$ cat config.mk
export PLATFORM = sky130hd
export DESIGN_NAME = template_ram_writer
export DESIGN_NICKNAME = d
export VERILOG_FILES = /design/src/rtl/template_ram_writer_pkg.sv /design/src/rtl/template_ram_writer.sv
export SDC_FILE = /design/constraint.sdc
export NUM_CORES = 1
export LEC_CHECK = 0
export CORE_UTILIZATION = 25
export CTS_CLUSTER_SIZE = 12
export DETAILED_ROUTE_END_ITERATION = 10
export HOLD_SLACK_MARGIN = 0.03
export PLACE_DENSITY_LB_ADDON = 0.3
export SLEW_MARGIN = 20
export SYNTH_ARGS = -nofsm -noshare
export SYNTH_HDL_FRONTEND = slang
export SYNTH_SLANG_ARGS = --single-unit
$ cat constraint.sdc
create_clock -name clk -period 4 [get_ports clk]
set_input_delay 0.6 -clock clk [delete_from_list [all_inputs] [get_ports clk]]
set_output_delay 0.6 -clock clk [all_outputs]
set_load 0.03 [all_outputs]
$ cat src/rtl/template_ram_writer_pkg.sv
// Shared definitions for template_ram_writer.
//   tpl_state_e : writer state (IDLE / LOAD / FINISH)
//   TPL_CSUM_W  : width of the optional running checksum
package tpl_pkg;

  typedef enum logic [1:0] {
    IDLE   = 2'd0,
    LOAD   = 2'd1,
    FINISH = 2'd2
  } tpl_state_e;

  localparam int unsigned TPL_CSUM_W = 16;

endpackage

$ cat src/rtl/template_ram_writer.sv
// template_ram_writer: streams a start-triggered block of words into a
// single-port RAM at consecutive addresses 0..len_m1.
//
// Parameters
//   c_ADDR_WIDTH : RAM address width (1..20)
//   c_DATA_WIDTH : RAM word width (8..1152)
// Ports
//   clk, rst         : clock, synchronous active-high reset
//   start, len_m1    : begin a load of len_m1+1 words (accepted in IDLE only)
//   abort            : terminate the load in progress, no done pulse
//   s_valid, s_data  : input stream; s_ready high only while loading
//   ram_addr, ram_wr_data, ram_wr_en : RAM write port, one cycle after accept
//   busy             : load in progress (LOAD or FINISH)
//   done             : one-cycle pulse coinciding with the final RAM write
// Optional build macro
//   TPL_WR_CHECKSUM_EN : adds output checksum, the modulo-2^16 sum of the low
//                        16 bits of every word written in the current load.
module template_ram_writer
  import tpl_pkg::*;
#(
  parameter int unsigned c_ADDR_WIDTH = 10,
  parameter int unsigned c_DATA_WIDTH = 32
) (
  input  logic                    clk,
  input  logic                    rst,
  input  logic                    start,
  input  logic [c_ADDR_WIDTH-1:0] len_m1,
  input  logic                    abort,
  input  logic                    s_valid,
  input  logic [c_DATA_WIDTH-1:0] s_data,
  output logic                    s_ready,
  output logic [c_ADDR_WIDTH-1:0] ram_addr,
  output logic [c_DATA_WIDTH-1:0] ram_wr_data,
  output logic                    ram_wr_en,
  output logic                    busy,
  output logic                    done
`ifdef TPL_WR_CHECKSUM_EN
  ,
  output logic [TPL_CSUM_W-1:0]   checksum
`endif
);

  tpl_state_e state_q, state_d;

  logic [c_ADDR_WIDTH-1:0] cnt_q, cnt_d;
  logic [c_ADDR_WIDTH-1:0] len_q, len_d;
  logic [c_ADDR_WIDTH-1:0] addr_q, addr_d;
  logic [c_DATA_WIDTH-1:0] data_q, data_d;
  logic                    wr_en_q, wr_en_d;

  logic accept;
  logic last_beat;

  assign accept    = (state_q == LOAD) && s_valid;
  assign last_beat = accept && (cnt_q == len_q);

  always_comb begin
    state_d = state_q;
    cnt_d   = cnt_q;
    len_d   = len_q;
    addr_d  = addr_q;
    data_d  = data_q;
    wr_en_d = accept;

    if (accept) begin
      addr_d = cnt_q;
      data_d = s_data;
      // The final beat leaves LOAD, so holding the counter there keeps it
      // from wrapping when len_m1 is the maximum address.
      if (!last_beat) begin
        cnt_d = cnt_q + c_ADDR_WIDTH'(1);
      end
    end

    case (state_q)
      IDLE: begin
        if (start) begin
          state_d = LOAD;
          cnt_d   = '0;
          len_d   = len_m1;
        end
      end
      LOAD: begin
        // abort wins over a simultaneous final beat: the write still lands
        // via wr_en_d above, but FINISH (and thus done) is skipped.
        if (abort) begin
          state_d = IDLE;
        end else if (last_beat) begin
          state_d = FINISH;
        end
      end
      FINISH: state_d = IDLE;
      default: state_d = IDLE;
    endcase
  end

  always_ff @(posedge clk) begin
    if (rst) begin
      state_q <= IDLE;
      cnt_q   <= '0;
      len_q   <= '0;
      addr_q  <= '0;
      data_q  <= '0;
      wr_en_q <= 1'b0;
    end else begin
      state_q <= state_d;
      cnt_q   <= cnt_d;
      len_q   <= len_d;
      addr_q  <= addr_d;
      data_q  <= data_d;
      wr_en_q <= wr_en_d;
    end
  end

  assign s_ready     = (state_q == LOAD);
  assign busy        = (state_q != IDLE);
  assign done        = (state_q == FINISH);
  assign ram_addr    = addr_q;
  assign ram_wr_data = data_q;
  assign ram_wr_en   = wr_en_q;

`ifdef TPL_WR_CHECKSUM_EN
  localparam int unsigned LOW_W =
    (c_DATA_WIDTH < TPL_CSUM_W) ? c_DATA_WIDTH : TPL_CSUM_W;

  logic [TPL_CSUM_W-1:0] csum_q, csum_d;
  logic [TPL_CSUM_W-1:0] beat_low;

  always_comb begin
    beat_low = '0;
    beat_low[LOW_W-1:0] = s_data[LOW_W-1:0];
  end

  // Summing at accept time (not at the registered write) makes the total
  // complete in the FINISH cycle, aligned with done.
  always_comb begin
    csum_d = csum_q;
    if ((state_q == IDLE) && start) begin
      csum_d = '0;
    end else if (accept) begin
      csum_d = csum_q + beat_low;
    end
  end

  always_ff @(posedge clk) begin
    if (rst) begin
      csum_q <= '0;
    end else begin
      csum_q <= csum_d;
    end
  end

  assign checksum = csum_q;
`endif

endmodule

After elaboration in Yosys (flattened, before gate mapping)
Index checks and enable logic that the tools add are counted.

operators by class
  $add $sub $neg = 1
  equal/unequal tests = 5
  muxes and demuxes = 8
  reduce and logical (&&, ||, !) cells = 6

operators by type and width
  kind                   count
  $mux 10                4
  $add 10x1->10 const B  1
  $eq 10x10->1           1
  $mux 2                 3
  $pmux 2 s2             1
  $reduce_and 2->1       2
  $ne 3x2->1 const B     1
  $eq 2x1->1 const B     1
  $eq 2x2->1 const B     1
  $logic_and 1x1->1      2
  $logic_not 2->1        1
  $ne 2x2->1 const B     1
  $reduce_bool 2->1      1

storage, ports and cells
  flip-flop bits (word level) = 65
  input bits = 47
  output and inout bits = 46
  word-level logic and storage cells = 26

Longest topological paths before layout
Gate-level depths: netlist of run 1.

  depth in word-level cells = 7
  gate-level depth with buffers = 8
  gate-level depth less buffers = 5

Worst setup path before layout of run 1
OpenSTA, ideal clock, no wires.

  kind = input port to flip-flop
  start = in s_valid
  end = reg cnt_q[9]
  library setup time = 70 ps
  data arrival time = 1746 ps
  required time = 3930 ps
  path slack = 2184 ps
  stages on the path = 6
  buffers on the path = 1
  cell sequence = and3b_1 buf_2 nand4_1 or2_2 or3_1 a21oi_1

on the way
  word-level cells in the longest chain between the ends = 6

RTL lines
  item                    RTL line                    source
  start: declaration      template_ram_writer.sv:29   input logic s_valid,
  $logic_and 1x1->1 (*)   template_ram_writer.sv:54   assign accept = (state_q == LOAD) && s_valid;
  $logic_and 1x1->1       template_ram_writer.sv:55   assign last_beat = accept && (cnt_q == len_q);
  $mux 10                 template_ram_writer.sv:70   if (!last_beat) begin
  $mux 10 (*)             template_ram_writer.sv:65   if (accept) begin
  $mux 10                 template_ram_writer.sv:77   if (start) begin
  $mux 10 (*)             template_ram_writer.sv:75   case (state_q)
  end signal: assignment  template_ram_writer.sv:107  cnt_q <= cnt_d;
  end: declaration        template_ram_writer.sv:45   logic [c_ADDR_WIDTH-1:0] cnt_q, cnt_d;

Mark *: on every way between the ends. The rest lies on a longest branch, timed or not.
A chain may end at the register's enable or synchronous reset.

Worst setup path after layout of run 1
  start = reg state_q[0]
  end = out s_ready

on the way
  word-level cells in the longest chain between the ends = 1

RTL lines
  item                      RTL line                    source
  start: declaration        template_ram_writer.sv:43   tpl_state_e state_q, state_d;
  start signal: assignment  template_ram_writer.sv:106  state_q <= state_d;
  $eq 2x1->1                template_ram_writer.sv:115  assign s_ready = (state_q == LOAD);
  end: declaration          template_ram_writer.sv:31   output logic s_ready,

Every way passes these cells.

==> impl_metrics.py, run 1 <==
metrics = {
    "grt": {
        "grt_pass1_vias": 2164,
        "use_met2": 0.216,
        "grt.total_usage": 0.127,
        "grt_max_degree": 57,
        "antenna_found_initial": 0,
        "use_met3": 0.0404,
        "grt_busiest_layer": "met2",
        "grt-ovfl-total": 0,
        "grt_pass1_wl_um": 10100,
        "grt_util_met1": 0.148,
    },
    "critical_path": {
        "setup.worst_path.start": "state_q[0]",
        "ff2ff_setup_slack_ps": 2000,
        "reg2regPathDepth": 5,
        "r2r_start": "cnt_q[5]",
        "endpoint_kind": "output port",
        "worstPathMaxFanout": 4,
        "worstPathArrival_ps": 1650,
        "crit_required_ps": 3400,
        "cp-endpoint": "s_ready",
        "criticalPathCategory": "register to output port",
        "start_kind": "register",
        "r2r-end": "cnt_q[3]",
    },
    "cells_and_area": {
        "syn_to_final_growth_pct": 48.3,
        "antenna_cells": 0,
        "fin_cells": 533,
        "stdcell_area_mm2": 0.00369,
        "final_nets": 445,
        "post-route-util": 0.380,
        "drive_gt1_frac": 0.0450,
    },
    "clock_tree": {
        "cts_inserted_buffers": 9,
        "cts_max_level": 3,
        "postCtsHoldBufs": 0,
        "cts_max_path_buffers": 2,
        "cts_tree": "built",
        "ctsResizeCount": 0,
        "clkTransAtPathRegs_ps": 70,
        "clk_latency_ps": 340,
        "cts-root-buf": "clkbuf_8",
        "cts_setup_buffers": 0,
        "cts.sinks": 65,
    },
    "power": {
        "p_clk_frac": 0.400,
        "combPwrFrac": 0.131,
        "max-vdd-ir-drop_v": 0.000169,
        "swShare": 0.244,
        "power.switching_mw": 0.353,
        "total_power_mw": 1.45,
        "leakagePower_nw": 1.32,
        "power_frac_seq": 0.469,
        "power.density_mw_per_mm2": 393,
        "p_int_mw": 1.10,
    },
    "synthesis": {
        "synth_warnings": 0,
        "synth_top_area_cell": "dfxtp_1",
        "syn_inst": 313,
        "ys_ff_latch": 65,
        "syn_avg_cell_area_um2": 7.96,
        "synth_cell_types": 32,
        "synthTopCellsByArea": "dfxtp_1, nand2_1, a21oi_1",
        "seq_area_frac_synth": 0.522,
        "netlist_area_mm2": 0.00249,
        "syn_nets": 361,
        "yosysTopAreaCellShare": 0.522,
    },
    "drt": {
        "wl_per_cell_um": 11.6,
        "ant_nets": 0,
        "via_count": 2325,
        "drc": 0,
        "wirelength_um": 6200,
        "viasPerCell": 4.36,
        "first_pass_iters": 5,
        "dr.first_iter.drc_count": 62,
    },
    "floorplan": {
        "die_h_um": 102,
        "start_util": 0.256,
        "core_mm2": 0.00973,
        "rows": 36,
        "ios": 93,
        "fp.dieArea_mm2": 0.0104,
        "die_x_um": 102,
    },
    "placement": {
        "hpwlAfterDp_um": 4300,
        "post-place-ws_ps": 1490,
        "dpl-instance-area_mm2": 0.00350,
        "dp.cells": 519,
        "place.port_buffers": 92,
        "place.gp.congestion": 0.756,
    },
    "sta": {
        "fin_skew_ps": 8.57,
        "relSlewSlack": 0.341,
        "tightest_slew_ps": 988,
        "layout_setup_ws_ps": 1750,
        "min_period_ps": 2250,
        "fin_hold_ws_ps": 454,
        "setup_viol": 0,
        "hold_viol_final": 0,
        "slew_violations": 0,
        "fmax_mhz": 444,
        "setup_tns_ps": 0,
        "post-route-period-util": 0.563,
        "rsz0062_at_grt": "false",
    },
    "worst_hold_path": {
        "hp-class": "register to register",
    },
    "status": {
        "status": "finished, final reports clean",
    },
    "job": {
        "drv_cap": 0,
    },
}
how the worst min path moves through the flow:
| stage | end | depth (start not counted) | slack [ps] | from |
|---|---|---|---|---|
| after floorplan | len_q[4] | 2 | 450 | len_q[4] |
| after global placement | ram_wr_data[18] | 2 | 450 | ram_wr_data[18] |
| after detailed placement | ram_wr_data[11] | 2 | 450 | ram_wr_data[11] |
| after CTS | ram_wr_data[22] | 2 | 460 | ram_wr_data[22] |
| after global routing | ram_wr_data[9] | 2 | 470 | ram_wr_data[9] |
| final | ram_wr_data[22] | 2 | 450 | ram_wr_data[22] |
cells by family (layout without fill, tap and decap cells):
| group | after synthesis | in the layout | synth area share |
|---|---|---|---|
| xor gates and xnor gates | 12 | 12 | 0.0422 |
| buffers and inverters | 23 | 110 | 0.0402 |
| adders and majority gates | 1 | 1 | 0.00502 |
| AOI/OAI and AO/OA | 70 | 70 | 0.150 |
| DFF | 65 | 65 | 0.522 |
| and+or+nand+nor | 142 | 142 | 0.241 |
power by group through the flow:
stage	sequential, mW	combinational (mW)	clock, mW
floorplan	0.720	0.0810	0
global route	0.684	0.209	0.628
finish	0.681	0.190	0.580
global placement	0.695	0.191	0
detailed placement	0.696	0.192	0
CTS	0.681	0.193	0.597
cells in the mapped netlist:
library cell    n
a21oi_1        58
a311oi_1        1
a31oi_1         2
and2_1          1
and3_1          4
and3b_1         1
buf_1           5
buf_2           2
buf_4           1
buf_6           1
clkbuf_1       12
dfxtp_1        65
ha_1            1
inv_1           2
nand2_1       112
nand2b_1        1
nand3_1         1
nand4_1         4
nor2_1          6
nor2b_1         2
nor4_1          3
o211ai_1        1
o21a_1          1
o21ai_0         1
o21ai_1         2
o31a_1          1
o31ai_1         3
or2_2           1
or3_1           2
or4_1           4
xnor2_1         2
xor2_1         10
worst max-delay path, cell delays in order, from the launching register on:
cell and delay (ps):
dfxtp_1 370, nor2b_1 220, clkdlybuf4s50_1 730
state kept, by name (all words and copies together) (netlist names):
| signal | cells |
|---|---|
| state_q | 2 |
| ram_wr_en | 1 |
| len_q | 10 |
| cnt_q | 10 |
| ram_addr | 10 |
| ram_wr_data | 32 |
cell usage in the layout (no fill, tap or decap), types with 3 or more instances in the layout:
cell and count:
xor2_1 10, clkdlybuf4s50_1 91, nand2_1 112, nand4_1 4, nor2_1 6, and3_1 4, clkbuf_8 9, dfxtp_1 65
o31ai_1 3, nor4_1 3, a21oi_1 58, or4_1 4
cell type report:
cell class / instances / area, um2
Sequential cell: 65 / 1300
Timing Repair Buffer: 94 / 931
Fill cell: 1044 / 6030
Multi-Input combinational cell: 225 / 1090
Inverter: 2 / 7.51
Clock buffer: 10 / 128
Tap cell: 133 / 166
Clock inverter: 4 / 70.1
metal layers:
metal	share of wire	vias to the layer above	wire, um
met4	0.014	0	88
met5	0	-	0
met3	0.061	10	380
met2	0.47	63	2910
li1	-	1208	-
met1	0.45	1044	2820
Note: power is estimated with default switching activity, not from simulation.
==> run 2, diff against run 1 <==
- clock period: 4 -> 2.21 ns (I/O delays scaled with it)
==> impl_metrics.py, run 2 (synthesis gave the netlist of run 1 again) <==
metrics = {
    "critical_path": {
        "start_kind": "register",
        "ff2ff_setup_slack_ps": 280,
        "worstPathMaxFanout": 4,
        "criticalPathCategory": "register to output port",
        "reg2regPathDepth": 5,
        "crit_required_ps": 1880,
        "r2r_start": "cnt_q[3]",
        "worstPathArrival_ps": 1670,
        "r2r-end": "cnt_q[3]",
        "worst_path_largest_cell_delay_ps": 730,
        "endpoint_kind": "output port",
        "worstPathCellList": "nor2b_1 > clkdlybuf4s50_1",
        "cp_slowest_cell": "clkdlybuf4s50_1",
    },
    "placement": {
        "place.port_buffers": 92,
        "place.gp.congestion": 0.716,
        "dp.cells": 528,
        "hpwlAfterDp_um": 4560,
    },
    "clock_tree": {
        "clk_latency_ps": 350,
        "cts_inserted_buffers": 9,
        "clkTransAtPathRegs_ps": 70,
        "ctsResizeCount": 0,
        "cts_max_path_buffers": 2,
        "cts_setup_buffers": 0,
        "cts-root-buf": "clkbuf_8",
        "cts.sinks": 65,
        "postCtsHoldBufs": 0,
        "cts_max_level": 3,
        "cts_tree": "built",
    },
    "floorplan": {
        "ios": 93,
        "fp.dieArea_mm2": 0.0104,
        "rows": 36,
        "core_mm2": 0.00973,
        "start_util": 0.256,
        "die_x_um": 102,
        "die_h_um": 102,
    },
    "cells_and_area": {
        "multi_input_area_mm2": 0.00109,
        "antenna_cells": 0,
        "final_common_cell": "nand2_1",
        "syn_to_final_growth_pct": 50.9,
        "final_cell_mix": "nand2_1, clkdlybuf4s50_1, dfxtp_1",
        "final_nets": 454,
        "drive_gt1_frac": 0.0730,
        "fin_cells": 544,
        "largest_reg_flops": 32,
        "fillCellCount": 1038,
        "seq_area_mm2": 0.00130,
    },
    "drt": {
        "drc": 0,
        "ant_nets": 0,
        "via_count": 2348,
        "first_pass_iters": 4,
        "wl_per_cell_um": 11.7,
        "viasPerCell": 4.32,
        "dr.first_iter.drc_count": 76,
        "wirelength_um": 6390,
    },
    "sta": {
        "rsz0062_at_grt": "false",
        "setup_tns_ps": 0,
        "setup_viol": 0,
        "tightest_slew_ps": 490,
        "post-route-period-util": 0.906,
        "fin_skew_ps": 3.94,
        "relSlewSlack": 0.671,
        "min_period_ps": 2000,
        "hold_viol_final": 0,
        "fmax_mhz": 499,
        "slew_violations": 0,
    },
    "worst_hold_path": {
        "min_from": "rst",
        "min_path_cells": 2,
        "hold_end": "ram_wr_data[26]",
        "hp-class": "input port to register",
    },
    "power": {
        "max-vdd-ir-drop_v": 0.000372,
        "power.density_mw_per_mm2": 688,
        "leakagePower_nw": 1.37,
    },
    "grt": {
        "antenna_found_initial": 0,
        "grt-ovfl-total": 0,
        "grt_max_degree": 33,
        "grt_pass1_wl_um": 9740,
        "grt_pass1_vias": 2082,
        "grt.total_usage": 0.124,
    },
    "job": {
        "drv_cap": 0,
    },
    "status": {
        "status": "finished, final reports clean",
    },
}
## run 2: changes by cell type in the layout (fill, tap and decap cells not counted)
cell / previous run / this run
buf_4: 2 / 11
bufinv_16: 2 / 1
clkbuf_1: 1 / 0
clkbuf_8: 9 / 10
clkinv_2: 2 / 4
clkinvlp_4: 0 / 1
## run 2: worst max-delay path by stage
stage,startpoint,endpoint,slack (ps),cells after the start
final,state_q[0],s_ready,210,2
after global routing,cnt_q[1],cnt_q[3],130,5
after CTS,state_q[0],s_ready,180,2
after detailed placement,s_valid,cnt_q[9],180,6
after global placement,s_valid,cnt_q[9],180,6
after floorplan,state_q[0],cnt_q[0],490,5
## run 2: cell type report
cell class	instances	share of cell area
clock buffer	10	0.0366
clock inverter	6	0.0153
inverter	2	0.00200
multi-input combinational	225	0.290
sequential	65	0.346
tap	133	0.0443
timing repair buffer	103	0.266
## run 2: report_power, final
| part | switching, mW | leakage, nW | internal, mW |
|---|---|---|---|
| sequential | 0.0216 | 0.527 | 1.21 |
| combinational | 0.191 | 0.737 | 0.165 |
| clock | 0.455 | 0.102 | 0.543 |
## run 2: through the flow
stage	power, mW	hold WS [ps]	area (um2)	util	setup WS, ps
2_1_floorplan	1.45	441	2490	-	487
3_3_place_gp	1.62	443	3560	0.366	180
3_5_place_dp	1.62	447	3560	0.366	178
4_1_cts	2.63	252	3760	0.386	184
5_1_grt	2.71	259	3760	0.386	133
6_report	2.59	260	3760	0.386	207
## run 2: per-layer routing
layer  up-vias  GRT usage  share of wire
li1       1224          -              -
met1      1056      0.150           0.46
met2        57      0.195           0.46
met3        11     0.0397          0.055
met4         0     0.0714          0.019
met5         -          0              0
## run 2: critical path: cells and delay by family (launching register included)
family / cells / cell delay, ps
DFF: 1 / 370
and+or+nand+nor: 1 / 230
buffers and inverters: 1 / 730
==> run 3, diff against run 2 <==
- CORE_MARGIN: unset -> 4
- CORE_UTILIZATION: 25 -> 44
==> impl_metrics.py, run 3 (synthesis gave the netlist of run 1 again) <==
metrics = {
    "floorplan": {
        "fp.dieArea_mm2": 0.00693,
        "core_mm2": 0.00551,
        "die_x_um": 83.2,
        "die_h_um": 83.2,
        "ios": 93,
        "rows": 27,
        "start_util": 0.452,
    },
    "cells_and_area": {
        "final_nets": 452,
        "drive_gt1_frac": 0.0613,
        "final_common_cell": "nand2_1",
        "final_cell_mix": "nand2_1, clkdlybuf4s50_1, dfxtp_1",
        "stdcell_area_mm2": 0.00367,
        "fillCellCount": 473,
        "largest_reg_flops": 32,
        "antenna_cells": 0,
        "syn_to_final_growth_pct": 47.2,
        "post-route-util": 0.666,
    },
    "power": {
        "power.density_mw_per_mm2": 705,
        "leakagePower_nw": 1.36,
        "total_power_mw": 2.58,
        "max-vdd-ir-drop_v": 0.000401,
    },
    "worst_hold_path": {
        "hp-class": "register to register",
    },
    "sta": {
        "setup_viol": 0,
        "fin_skew_ps": 3.97,
        "hold_viol_final": 0,
        "min_period_ps": 1950,
        "fin_hold_ws_ps": 452,
        "tightest_slew_ps": 671,
        "relSlewSlack": 0.553,
        "rsz0062_at_grt": "false",
        "post-route-period-util": 0.883,
        "slew_violations": 0,
        "setup_tns_ps": 0,
        "fmax_mhz": 513,
    },
    "clock_tree": {
        "cts_tree": "built",
        "cts_setup_buffers": 0,
        "cts_max_path_buffers": 2,
        "cts_max_level": 3,
        "cts-root-buf": "clkbuf_8",
        "clkTransAtPathRegs_ps": 60,
        "cts.sinks": 65,
        "clk_latency_ps": 330,
        "postCtsHoldBufs": 0,
        "ctsResizeCount": 0,
        "cts_inserted_buffers": 9,
    },
    "grt": {
        "grt_pass1_wl_um": 10400,
        "grt-ovfl-total": 0,
        "grt_pass1_vias": 2147,
        "grt.total_usage": 0.180,
        "antenna_found_initial": 0,
        "grt_max_degree": 43,
    },
    "placement": {
        "place.gp.congestion": 0.929,
        "hpwlAfterDp_um": 4300,
        "dpl-instance-area_mm2": 0.00347,
        "place.port_buffers": 92,
    },
    "drt": {
        "first_pass_iters": 6,
        "via_count": 2353,
        "viasPerCell": 4.90,
        "ant_nets": 0,
        "drc": 0,
        "wl_per_cell_um": 12.7,
        "dr.first_iter.drc_count": 135,
        "wirelength_um": 6110,
    },
    "critical_path": {
        "crit_required_ps": 1880,
        "start_kind": "register",
        "endpoint_kind": "output port",
        "worstPathArrival_ps": 1620,
        "worstPathMaxFanout": 4,
        "criticalPathCategory": "register to output port",
    },
    "status": {
        "status": "finished, final reports clean",
    },
    "job": {
        "drv_cap": 0,
    },
}
==> run 3: cell types whose count changed in the layout (fill, tap and decap cells not counted) <==
| cell | before | now |
|---|---|---|
| clkbuf_1 | 0 | 1 |
| and3b_2 | 1 | 0 |
| clkinv_2 | 4 | 2 |
| clkbuf_8 | 10 | 11 |
| clkinvlp_4 | 1 | 0 |
| and3b_1 | 0 | 1 |
| buf_4 | 11 | 9 |
==> run 3: final cells by class <==
cell class,instances,area (um2),share of cell area
Inverter,2,7.51,0.00205
Multi-Input combinational cell,225,1090,0.297
Tap cell,72,90.1,0.0246
Sequential cell,65,1300,0.355
Clock buffer,12,155,0.0423
Timing Repair Buffer,101,983,0.268
Clock inverter,3,40.0,0.0109
==> run 3: worst paths after layout <==
check        cells past startpoint           start        endpoint  slack, ps
max                              2      state_q[0]         s_ready        260
min                              2  ram_wr_data[6]  ram_wr_data[6]        450
max reg2reg                      5        cnt_q[5]        cnt_q[8]        320
min reg2reg                      2  ram_wr_data[6]  ram_wr_data[6]        450
==> run 3: routing by layer <==
metal / vias up / GRT usage / wire length [um] / part of all wire
met3: 8 / 0.0585 / 560 / 0.092
met4: 0 / 0.0609 / 89 / 0.015
li1: 1220 / - / - / -
met1: 1028 / 0.248 / 2840 / 0.46
met5: - / 0 / 0 / 0
met2: 97 / 0.265 / 2630 / 0.43
==> run 3: critical path: stages (launching register included) <==
cell,delay [ps]
dfxtp_1,370
nor2b_1,220
clkdlybuf4s50_1,700
==> run 3: stage by stage <==
stage / setup WS (ps) / cells
global placement: 187 / 465
detailed placement: 167 / 465
global route: 54.9 / 480
floorplan: 487 / 313
finish: 259 / 480
CTS: 234 / 480
==> run 3: report_power, final <==
group          leakage (nW)  internal, mW  switching [mW]
Combinational         0.728         0.165           0.189
Clock                 0.102         0.573           0.425
Sequential            0.527          1.21          0.0216
Total                  1.36          1.95           0.636
